File: src/rtl/mpsk_pkg.sv
// mpsk_pkg: shared types and helpers for the M-PSK symbol mapper.
// Holds the emit FSM state type, the phase-count helper and bin2gray.
package mpsk_pkg;

    typedef enum logic {
        IDLE = 1'b0,
        EMIT = 1'b1
    } state_t;

    // Number of phases for a given symbol width.
    function automatic int nsym(input int bits);
        return 1 << bits;
    endfunction

    // Reflected Gray code; 4 bits covers the widest legal symbol.
    function automatic logic [3:0] bin2gray(input logic [3:0] b);
        return b ^ (b >> 1);
    endfunction

endpackage

File: src/rtl/mpsk_symbol_mapper_if.sv
// mpsk_symbol_mapper_if: serial bit valid/ready handshake.
// master = bit source (bit_in, bit_valid out), slave = mapper (bit_ready out).
interface mpsk_symbol_mapper_if;

    logic bit_in;
    logic bit_valid;
    logic bit_ready;

    modport master (
        output bit_in,
        output bit_valid,
        input  bit_ready
    );

    modport slave (
        input  bit_in,
        input  bit_valid,
        output bit_ready
    );

endinterface

File: src/rtl/mpsk_bit_collector.sv
// mpsk_bit_collector: packs serial bits (MSB first) into a symbol index and
// parks it in a one-deep pending register.
// Ports: clk, rst_n (async, active-low); bit_if (slave handshake);
//   i_consume (emitter takes the pending index this edge);
//   o_pend_full, o_pend_idx (pending symbol).
// Build option: MPSK_GRAY_MAP_EN Gray-codes the index before it is parked.
module mpsk_bit_collector
    import mpsk_pkg::*;
#(
    parameter int BITS_PER_SYM = 2
) (
    input  logic                    clk,
    input  logic                    rst_n,
    mpsk_symbol_mapper_if.slave     bit_if,
    input  logic                    i_consume,
    output logic                    o_pend_full,
    output logic [BITS_PER_SYM-1:0] o_pend_idx
);

    localparam int SW = (BITS_PER_SYM > 1) ? BITS_PER_SYM - 1 : 1;
    localparam logic [2:0] LAST_BIT = 3'(BITS_PER_SYM - 1);

    logic [SW-1:0]           r_shift;
    logic [2:0]              r_cnt;
    logic [BITS_PER_SYM-1:0] r_pend;
    logic                    r_pend_full;

    logic                    w_xfer;
    logic                    w_last;
    logic [BITS_PER_SYM-1:0] w_idx;
    logic [BITS_PER_SYM-1:0] w_map;

    // Ready depends only on the pending slot, never on bit_valid.
    assign bit_if.bit_ready = ~r_pend_full;
    assign w_xfer = bit_if.bit_valid & ~r_pend_full;
    assign w_last = (r_cnt == LAST_BIT);

    // Index as it stands once the incoming bit is shifted in.
    generate
        if (BITS_PER_SYM == 1) begin : g_one
            assign w_idx = bit_if.bit_in;
        end else begin : g_many
            assign w_idx = {r_shift[BITS_PER_SYM-2:0], bit_if.bit_in};
        end
    endgenerate

`ifdef MPSK_GRAY_MAP_EN
    logic [3:0] w_idx4;
    logic [3:0] w_gray4;

    always_comb begin
        w_idx4 = '0;
        w_idx4[BITS_PER_SYM-1:0] = w_idx;
    end

    assign w_gray4 = bin2gray(w_idx4);
    assign w_map   = w_gray4[BITS_PER_SYM-1:0];
`else
    assign w_map = w_idx;
`endif

    always_ff @(posedge clk or negedge rst_n) begin
        if (!rst_n) begin
            r_shift     <= '0;
            r_cnt       <= '0;
            r_pend      <= '0;
            r_pend_full <= 1'b0;
        end else begin
            if (w_xfer) begin
                r_shift <= w_idx[SW-1:0];
                if (w_last) begin
                    r_cnt  <= '0;
                    r_pend <= w_map;
                end else begin
                    r_cnt <= r_cnt + 3'd1;
                end
            end
            // A completion wins over a consume so the slot stays full.
            if (w_xfer && w_last) begin
                r_pend_full <= 1'b1;
            end else if (i_consume) begin
                r_pend_full <= 1'b0;
            end
        end
    end

    assign o_pend_full = r_pend_full;
    assign o_pend_idx  = r_pend;

endmodule

File: src/rtl/mpsk_symbol_mapper.sv
// mpsk_symbol_mapper: serial bits -> M-PSK symbol -> held phase samples.
// Ports: clk, rst_n (async, active-low); bit_if (slave handshake);
//   i_phase_samples (NSYM signed samples, phase k at [k*SAMPLE_W +: SAMPLE_W]);
//   o_mod_out, o_mod_valid, o_sym_start, o_underrun (registered).
// Build option: MPSK_GRAY_MAP_EN (Gray-coded index, see collector).
module mpsk_symbol_mapper
    import mpsk_pkg::*;
#(
    parameter  int BITS_PER_SYM    = 2,
    parameter  int SAMPLE_W        = 10,
    parameter  int SAMPLES_PER_SYM = 8,
    localparam int NSYM            = nsym(BITS_PER_SYM)
) (
    input  logic                       clk,
    input  logic                       rst_n,
    mpsk_symbol_mapper_if.slave        bit_if,
    input  logic [NSYM*SAMPLE_W-1:0]   i_phase_samples,
    output logic signed [SAMPLE_W-1:0] o_mod_out,
    output logic                       o_mod_valid,
    output logic                       o_sym_start,
    output logic                       o_underrun
);

    localparam int CNT_W =
        (SAMPLES_PER_SYM > 1) ? $clog2(SAMPLES_PER_SYM) : 1;
    localparam logic [CNT_W-1:0] LAST_SAMP = CNT_W'(SAMPLES_PER_SYM - 1);

    state_t                  r_state;
    state_t                  w_state_nxt;

    logic [BITS_PER_SYM-1:0] r_cur;
    logic [CNT_W-1:0]        r_samp_cnt;
    logic [SAMPLE_W-1:0]     r_mod_out;
    logic                    r_mod_valid;
    logic                    r_sym_start;
    logic                    r_underrun;

    logic [BITS_PER_SYM-1:0] w_cur_nxt;
    logic [CNT_W-1:0]        w_samp_cnt_nxt;
    logic [SAMPLE_W-1:0]     w_mod_out_nxt;
    logic                    w_mod_valid_nxt;
    logic                    w_sym_start_nxt;
    logic                    w_underrun_nxt;

    logic                    w_pend_full;
    logic [BITS_PER_SYM-1:0] w_pend_idx;
    logic [SAMPLE_W-1:0]     w_pend_sample;
    logic [SAMPLE_W-1:0]     w_cur_sample;
    logic                    w_last_samp;
    logic                    w_load;
    logic                    w_stop;
    logic                    w_step;

    mpsk_bit_collector #(
        .BITS_PER_SYM (BITS_PER_SYM)
    ) u_collector (
        .clk         (clk),
        .rst_n       (rst_n),
        .bit_if      (bit_if),
        .i_consume   (w_load),
        .o_pend_full (w_pend_full),
        .o_pend_idx  (w_pend_idx)
    );

    assign w_pend_sample =
        i_phase_samples[w_pend_idx*SAMPLE_W +: SAMPLE_W];
    assign w_cur_sample =
        i_phase_samples[r_cur*SAMPLE_W +: SAMPLE_W];

    assign w_last_samp = (r_samp_cnt == LAST_SAMP);

    // Load covers both the idle start and the gapless handover.
    assign w_load = w_pend_full &&
        ((r_state == IDLE) || w_last_samp);
    assign w_stop = (r_state == EMIT) && w_last_samp && !w_pend_full;
    assign w_step = (r_state == EMIT) && !w_last_samp;

    always_ff @(posedge clk or negedge rst_n) begin
        if (!rst_n) begin
            r_state <= IDLE;
        end else begin
            r_state <= w_state_nxt;
        end
    end

    always_comb begin
        w_state_nxt = r_state;
        unique case (r_state)
            IDLE: if (w_pend_full) w_state_nxt = EMIT;
            EMIT: if (w_stop)      w_state_nxt = IDLE;
            default:               w_state_nxt = IDLE;
        endcase
    end

    always_comb begin
        w_cur_nxt       = r_cur;
        w_samp_cnt_nxt  = r_samp_cnt;
        w_mod_out_nxt   = r_mod_out;
        w_mod_valid_nxt = r_mod_valid;
        w_sym_start_nxt = 1'b0;
        w_underrun_nxt  = 1'b0;
        unique case (1'b1)
            w_load: begin
                w_cur_nxt       = w_pend_idx;
                w_samp_cnt_nxt  = '0;
                w_mod_out_nxt   = w_pend_sample;
                w_mod_valid_nxt = 1'b1;
                w_sym_start_nxt = 1'b1;
            end
            w_stop: begin
                w_mod_out_nxt   = '0;
                w_mod_valid_nxt = 1'b0;
                w_underrun_nxt  = 1'b1;
            end
            w_step: begin
                w_samp_cnt_nxt = r_samp_cnt + 1'b1;
                w_mod_out_nxt  = w_cur_sample;
            end
            default: ;
        endcase
    end

    always_ff @(posedge clk or negedge rst_n) begin
        if (!rst_n) begin
            r_cur       <= '0;
            r_samp_cnt  <= '0;
            r_mod_out   <= '0;
            r_mod_valid <= 1'b0;
            r_sym_start <= 1'b0;
            r_underrun  <= 1'b0;
        end else begin
            r_cur       <= w_cur_nxt;
            r_samp_cnt  <= w_samp_cnt_nxt;
            r_mod_out   <= w_mod_out_nxt;
            r_mod_valid <= w_mod_valid_nxt;
            r_sym_start <= w_sym_start_nxt;
            r_underrun  <= w_underrun_nxt;
        end
    end

    assign o_mod_out   = $signed(r_mod_out);
    assign o_mod_valid = r_mod_valid;
    assign o_sym_start = r_sym_start;
    assign o_underrun  = r_underrun;

endmodule

File: src/flat_wrapper.sv
// flat-port wrapper written by rule: the top's interface ports become plain ports
module mpsk_symbol_mapper_flat import mpsk_pkg::*;
#(
    parameter  int BITS_PER_SYM    = 2,
    parameter  int SAMPLE_W        = 10,
    parameter  int SAMPLES_PER_SYM = 8,
    localparam int NSYM            = nsym(BITS_PER_SYM)
)
  (clk, rst_n, i_phase_samples, o_mod_out, o_mod_valid, o_sym_start, o_underrun, bit_if_bit_in, bit_if_bit_valid, bit_if_bit_ready);
  mpsk_symbol_mapper_if bit_if_i ();
  input  logic clk;
  input  logic rst_n;
  input  logic [NSYM*SAMPLE_W-1:0] i_phase_samples;
  output logic signed [SAMPLE_W-1:0] o_mod_out;
  output logic o_mod_valid;
  output logic o_sym_start;
  output logic o_underrun;
  input wire logic [$bits(bit_if_i.bit_in)-1:0] bit_if_bit_in;
  input wire logic [$bits(bit_if_i.bit_valid)-1:0] bit_if_bit_valid;
  output wire logic [$bits(bit_if_i.bit_ready)-1:0] bit_if_bit_ready;
  assign bit_if_i.bit_in = bit_if_bit_in;
  assign bit_if_i.bit_valid = bit_if_bit_valid;
  assign bit_if_bit_ready = bit_if_i.bit_ready;
  mpsk_symbol_mapper #(.BITS_PER_SYM(BITS_PER_SYM), .SAMPLE_W(SAMPLE_W), .SAMPLES_PER_SYM(SAMPLES_PER_SYM)) u_core (.clk(clk), .rst_n(rst_n), .bit_if(bit_if_i), .i_phase_samples(i_phase_samples), .o_mod_out(o_mod_out), .o_mod_valid(o_mod_valid), .o_sym_start(o_sym_start), .o_underrun(o_underrun));
endmodule
File: config.mk
export PLATFORM = sky130hd
export DESIGN_NAME = mpsk_symbol_mapper_flat
export DESIGN_NICKNAME = d
export VERILOG_FILES = /design/src/rtl/mpsk_pkg.sv /design/src/rtl/mpsk_symbol_mapper_if.sv /design/src/rtl/mpsk_bit_collector.sv /design/src/rtl/mpsk_symbol_mapper.sv /design/src/flat_wrapper.sv
export SDC_FILE = /design/constraint.sdc
export NUM_CORES = 1
export LEC_CHECK = 0
export ABC_AREA = 1
export CELL_PAD_IN_SITES_DETAIL_PLACEMENT = 1
export CELL_PAD_IN_SITES_GLOBAL_PLACEMENT = 1
export CORE_UTILIZATION = 30
export DETAILED_ROUTE_END_ITERATION = 16
export GPL_TIMING_DRIVEN = 0
export PLACE_DENSITY_LB_ADDON = 0.1
export SYNTH_ARGS = -nofsm -noshare
export SYNTH_HDL_FRONTEND = slang
export SYNTH_SLANG_ARGS = --single-unit
File: constraint.sdc
create_clock -name clk -period 2.5 [get_ports clk]
set_input_delay 0.5 -clock clk [delete_from_list [all_inputs] [get_ports clk]]
set_output_delay 0.5 -clock clk [all_outputs]
set_load 0.01 [all_outputs]
; ---- Word-level counts from Yosys, hierarchy flattened
; Cells that the tools add are included.
[totals]
word_cells = 46
ff_bits = 26
in_bits = 44
output_inout_bits = 14
[op_classes]
bitwise = 3
eq_ne = 2
n_shift = 2
multipliers = 2
mux = 11
add_sub_neg = 2
n_reduce_logical = 13
[op_table]
columns = operator, count
row1 = $shiftx A40 B7 Y10, 2
row2 = $pmux W10 S3, 1
row3 = $mul A2 B3 Y5 const B, 2
row4 = $add A3 B1 Y3 const B, 2
row5 = $mux W1, 6
row6 = $pmux W3 S2, 1
row7 = $reduce_bool A2 Y1, 3
row8 = $logic_and A1 B1 Y1, 5
row9 = $pmux W1 S2, 2
row10 = $eq A3 B1 Y1 const B, 1
row11 = $eq A3 B3 Y1 const B, 1
row12 = $mux W3, 1
row13 = $reduce_bool A3 Y1, 1
row14 = $logic_not A1 Y1, 2
row15 = $not A1 Y1, 2
row16 = $reduce_and A2 Y1, 1
row17 = $and A1 B1 Y1, 1
row18 = $logic_or A1 B1 Y1, 1

; ---- Logic depth before layout (Yosys ltp)
[logic_depth]
depth_word = 5
mapped_depth = 10
ltp_nobuf = 10

; ---- Cells and area by module
; A second synthesis with hierarchy kept.
[unflattened]
cells_unflattened = 187
area_unflattened_um2 = 1515.2
[by_module_without_submodules]
columns = module, seq_area_each_um2, instances, area_each_um2, cells_per_inst
row1 = mpsk_symbol_mapper, 475.5, 1, 1196.1, 150
row2 = mpsk_bit_collector, 175.2, 1, 319.1, 37

; ---- Worst setup path before layout
; No wires, ideal clock.
[synth_path]
path_type = reg-to-reg
from = register u_core.r_samp_cnt[0]
to = register u_core.r_mod_out[0] (netlist: u_core.o_mod_out[0])
synth_period_minus_slack_ns = 1.536
stages_incl_launch_ff = 9
slack_ns = 0.964
setup_ns = 0.117
t_required_ns = 2.383
path_buffers = 0
arrival_ns = 1.418
path_cell_list = dfrtp_1 > ha_1 > ha_1 > inv_2 > nand2_8 > o21ai_4 > nand3_1 > nand3_1 > nand2_1
[synth_via]
elab_chain_len = 4
word_cells_on_any_way = 9
cone_classes = eq/ne: 1 / mux: 1 / reduce/logical: 7
[synth_lines]
columns = element, line
row1 = start: declaration, mpsk_symbol_mapper.sv:32  ; logic [CNT_W-1:0] r_samp_cnt;
row2 = start signal: assignment, mpsk_symbol_mapper.sv:133  ; r_samp_cnt <= w_samp_cnt_nxt;
row3 = $eq A3 B3 Y1 *, mpsk_symbol_mapper.sv:70  ; assign w_last_samp = (r_samp_cnt == LAST_SAMP);
row4 = $logic_not A1 Y1 (tied with other cells), mpsk_symbol_mapper.sv:76  ; assign w_step = (r_state == EMIT) && !w_last_samp;
row5 = "$logic_and A1 B1 Y1, on equally long branches", "mpsk_symbol_mapper.sv:76, mpsk_symbol_mapper.sv:73, mpsk_symbol_mapper.sv:75"
row6 = $pmux W10 S3 / $reduce_bool A3 Y1 (equally long branches), --
row7 = end signal: assignment, mpsk_symbol_mapper.sv:134  ; r_mod_out <= w_mod_out_nxt;
row8 = end: declaration, mpsk_symbol_mapper.sv:33  ; logic [SAMPLE_W-1:0] r_mod_out;
; Every way passes the cells marked *; elsewhere a longest branch is shown, timed or not.
; A chain may end at the register's enable or synchronous reset.

; ---- Final worst setup path
[layout_path]
from = register u_core.u_collector.r_pend_full (netlist: u_core.u_collector.o_pend_full)
to = output port bit_if_bit_ready
[layout_via]
elab_chain_len = 1
[layout_lines]
columns = element, line
row1 = start: declaration, mpsk_bit_collector.sv:26  ; logic r_pend_full;
row2 = start signal: assignment, mpsk_bit_collector.sv:67  ; r_pend_full <= 1'b0;
row3 = start signal: assignment, mpsk_bit_collector.sv:80  ; r_pend_full <= 1'b1;
row4 = start signal: assignment, mpsk_bit_collector.sv:82  ; r_pend_full <= 1'b0;
row5 = $not A1 Y1, mpsk_bit_collector.sv:34  ; assign bit_if.bit_ready = ~r_pend_full;
row6 = end: declaration, flat_wrapper.sv:20  ; output wire logic [$bits(bit_if_i.bit_ready)-1:0] bit_if_bit_ready;
; No other way between the ends.

==> summary.md <==
| Metric | Value |
|---|---|
| Area of the multi-input gates | 758 sq um |
| Mapped cell area | 1530 sq um |
| Min-delay src | u_core.o_mod_out[2] |
| Setup TNS | 0 ns |
| GRT Util Overall | 18.6% |
| Unique cell type count in the Yosys netlist | 21 |
| Crit path cell chain | inv_2, clkdlybuf4s50_1 |
| Post-CTS setup buffers | 0 |
| CP Capture Point | bit_if_bit_ready |
| DR iter-0 viols | 33 |
| Met2 global-route usage | 29.1% |
| Antenna Nets Post-Route | 0 |
| Worst Hold Class | flip-flop to flip-flop |
| F_max | 523 MHz |
| Reg2reg path depth | 8 |
| Area growth from synthesis to layout | 47.6% |
| Final setup vio count | 0 |
| Post-place instance area | 2180 sq um |
| Core ar. | 4820 sq um |
| Grt peak-use layer | met2 |
| CTS sink cnt | 26 |
| Delay-heaviest family, CP | buffers and inverters |
| Nets | 284 |
| Outcome | completed |
| Worst-path fanout max | 8 |
| RSZ-0062 raised after global routing | false |
| Warnings, synthesis | 0 |
| Cell count after synthesis | 176 |
| Grt met1 use | 26.9% |
| Pwr per Cell Area | 1240 nW/um^2 |
| Critical Path RT | 2.00 ns |
| Crit. Startpoint | u_core.u_collector.o_pend_full |
| Die ar. | 5370 sq um |
| Rows | 25 |
| Worst-skew pair later-pin latency | 0.27 ns |
| Area taken by flip-flops and latches | 651 sq um |
| Critical path buffers and inverters | 2 |
| Clock Skew | 0.00401 ns |
| Port Buffer Count | 57 |
| Min Tclk post-route | 1.91 ns |
| Worst setup EP type | primary output |
| H-Tree Depth | 1 |
| Delay of the slowest critical-path stage | 0.55 ns |
| Final Cycle Share | 76.4% |
| Longest Clk Path Bufs | 2 |
| Mapped Avg Cell Area | 8.67 sq um |
| Initial antenna violation count | 0 |
| Max capacitance violation total | 0 |
| Post-DP HPWL | 3550 um |
| CP Launch Type | flip-flop |
| Cell count along the critical path | 2 |
| Post-synthesis sequential area ratio | 42.7% |
| Post-Syn Nets | 222 |
| Max stage delay cell, worst path | clkdlybuf4s50_1 |
| Final Max Slew Viols | 0 |
| P_leak | 1.00 nW |
| Worst rel slew slack | 19.2% |
| Initial DRT Pass Iterations | 4 |
| Initial Util | 31.7% |
| # hold bufs at CTS | 0 |
| Worst-path clk slew | 0.09 ns |
| Final hold vios | 0 |
| Critical R2R Capture | u_core.o_mod_out[8] |
| Crit Path Category | flip-flop to primary output |
| Crit Reg-Reg Startpoint | u_core.r_samp_cnt[0] |
| Layout cells sized above 1 | 14.3% |
| First-pass GRT wire length | 7560 um |
| Post-cts resize count | 0 |
| Die H | 73.3 um |
| Register-to-register setup slack | 0.60 ns |
| Global route overflow | 0 |
| Root Driver | clkbuf_8 |
| Arr. time, crit path | 1.41 ns |
| Yosys reg bits | 26 |
| Antenna fix cells | 0 |
| Routed via count | 1454 |
| CTS tree | done |
| Post-layout util | 46.7% |
| Die X | 73.3 um |
| CTS Buf Count | 3 |
| DR WL/cell | 15.2 um |
| Drt total wl | 4610 um |
| Peak supply drop | 0.523 mV |
| DR DRC count | 0 |
| Vias in the first global route | 1539 |
| Largest net degree at the start of global routing | 27 |
| Layout fillers | 574 |
| # IOs | 58 |
| GPL Wtd Cong | 0.737 |
| Least-Margin Pin Slew | 1.21 ns |
| Cell area after layout | 2250 sq um |
| Via density | 4.78 |
| Met3 usage | 2.61% |
[cell usage in the layout, fill, tap and decap left out]
cell	synthesis	layout
a21oi_1	4	4
a22o_1	2	2
a31oi_1	1	1
buf_12	1	1
buf_4	1	1
buf_6	4	4
bufinv_16	0	1
clkbuf_8	0	3
clkdlybuf4s50_1	0	57
dfrtp_1	26	26
ha_1	2	2
inv_1	7	7
inv_2	3	3
inv_4	1	1
nand2_1	39	39
nand2_2	3	3
nand2_8	2	2
nand3_1	51	51
nand3_2	12	12
nor2_1	7	7
nor2_4	1	1
o21ai_0	6	6
o21ai_4	2	2
xor2_1	1	1
[sequential cells by signal (all words and copies together), names as in the netlist, 2 cells and up]
name                           flops
u_core.u_collector.o_pend_idx      2
u_core.r_cur                       2
u_core.u_collector.r_cnt           3
u_core.o_mod_out                  10
u_core.r_samp_cnt                  3
[cells by family after synthesis]
kind of cell	synth area share, %
XOR/XNOR	0.574
adder cells (fa/ha/maj)	1.64
buffers and inverters	7.63
AO/OA/AOI/OAI	6.97
flip-flops	42.7
AND/OR/NAND/NOR	40.5
[per-stage QoR]
stage | power (W) | instances | hold WS (ns) | setup slack, ns
2_1_floorplan | 0.00184 | 176 | 0.204 | 0.964
3_3_place_gp | 0.00239 | 300 | 0.470 | 0.524
3_5_place_dp | 0.00246 | 300 | 0.469 | 0.501
4_1_cts | 0.00283 | 304 | 0.494 | 0.573
5_1_grt | 0.00305 | 304 | 0.516 | 0.477
6_report | 0.00280 | 304 | 0.493 | 0.589
[synth_stat cells (all sizes together)]
library cell  instances  share of area [%]
nand3                63                 25
nand2                44                 13
dfrtp                26                 43
inv                  11                2.9
nor2                  8                2.5
o21ai                 8                4.1
buf                   6                4.8
a21oi                 4                1.3
a22o                  2                1.1
ha                    2                1.6
a31oi                 1               0.41
xor2                  1               0.57
[tightest hold or removal path: cells and delay by family, from the launching register on]
kind	cells	cell delay (ns)
flip-flops	1	0.36
AND/OR/NAND/NOR	2	0.11
[per-layer routing]
metal | up-vias | part of all wire (%)
met5 | - | 0
met4 | 0 | 0.87
met3 | 4 | 4.2
met2 | 36 | 45
met1 | 695 | 50
li1 | 719 | -
[worst min-delay path by stage]
stage	slack (ns)	depth (start not counted)	to
after detailed placement	0.47	2	u_core.o_mod_out[2]
final	0.49	2	u_core.o_mod_out[2]
after global placement	0.47	2	u_core.o_mod_out[8]
after floorplan	0.20	0	u_core.o_mod_out[0]
after CTS	0.49	2	u_core.o_mod_out[2]
after global routing	0.52	2	u_core.o_mod_out[2]
[power by group]
group | leakage [nW] | total, W | internal, W | switching [W]
Combinational | 0.656 | 0.00168 | 0.000720 | 0.000956
Clock | 0.0357 | 0.000351 | 0.000214 | 0.000137
Sequential | 0.308 | 0.000769 | 0.000630 | 0.000139
[final cells by class]
type,instances,share of cell area (%)
multi-input cells,133,33.7
flip-flops and latches,26,28.9
repair buffers,57,25.3
well taps,67,3.72
plain buffers,6,3.22
inverters,11,1.95
clock buffers,3,1.83
clock inverters,1,1.33
Note: power is estimated with default switching activity, not from simulation.
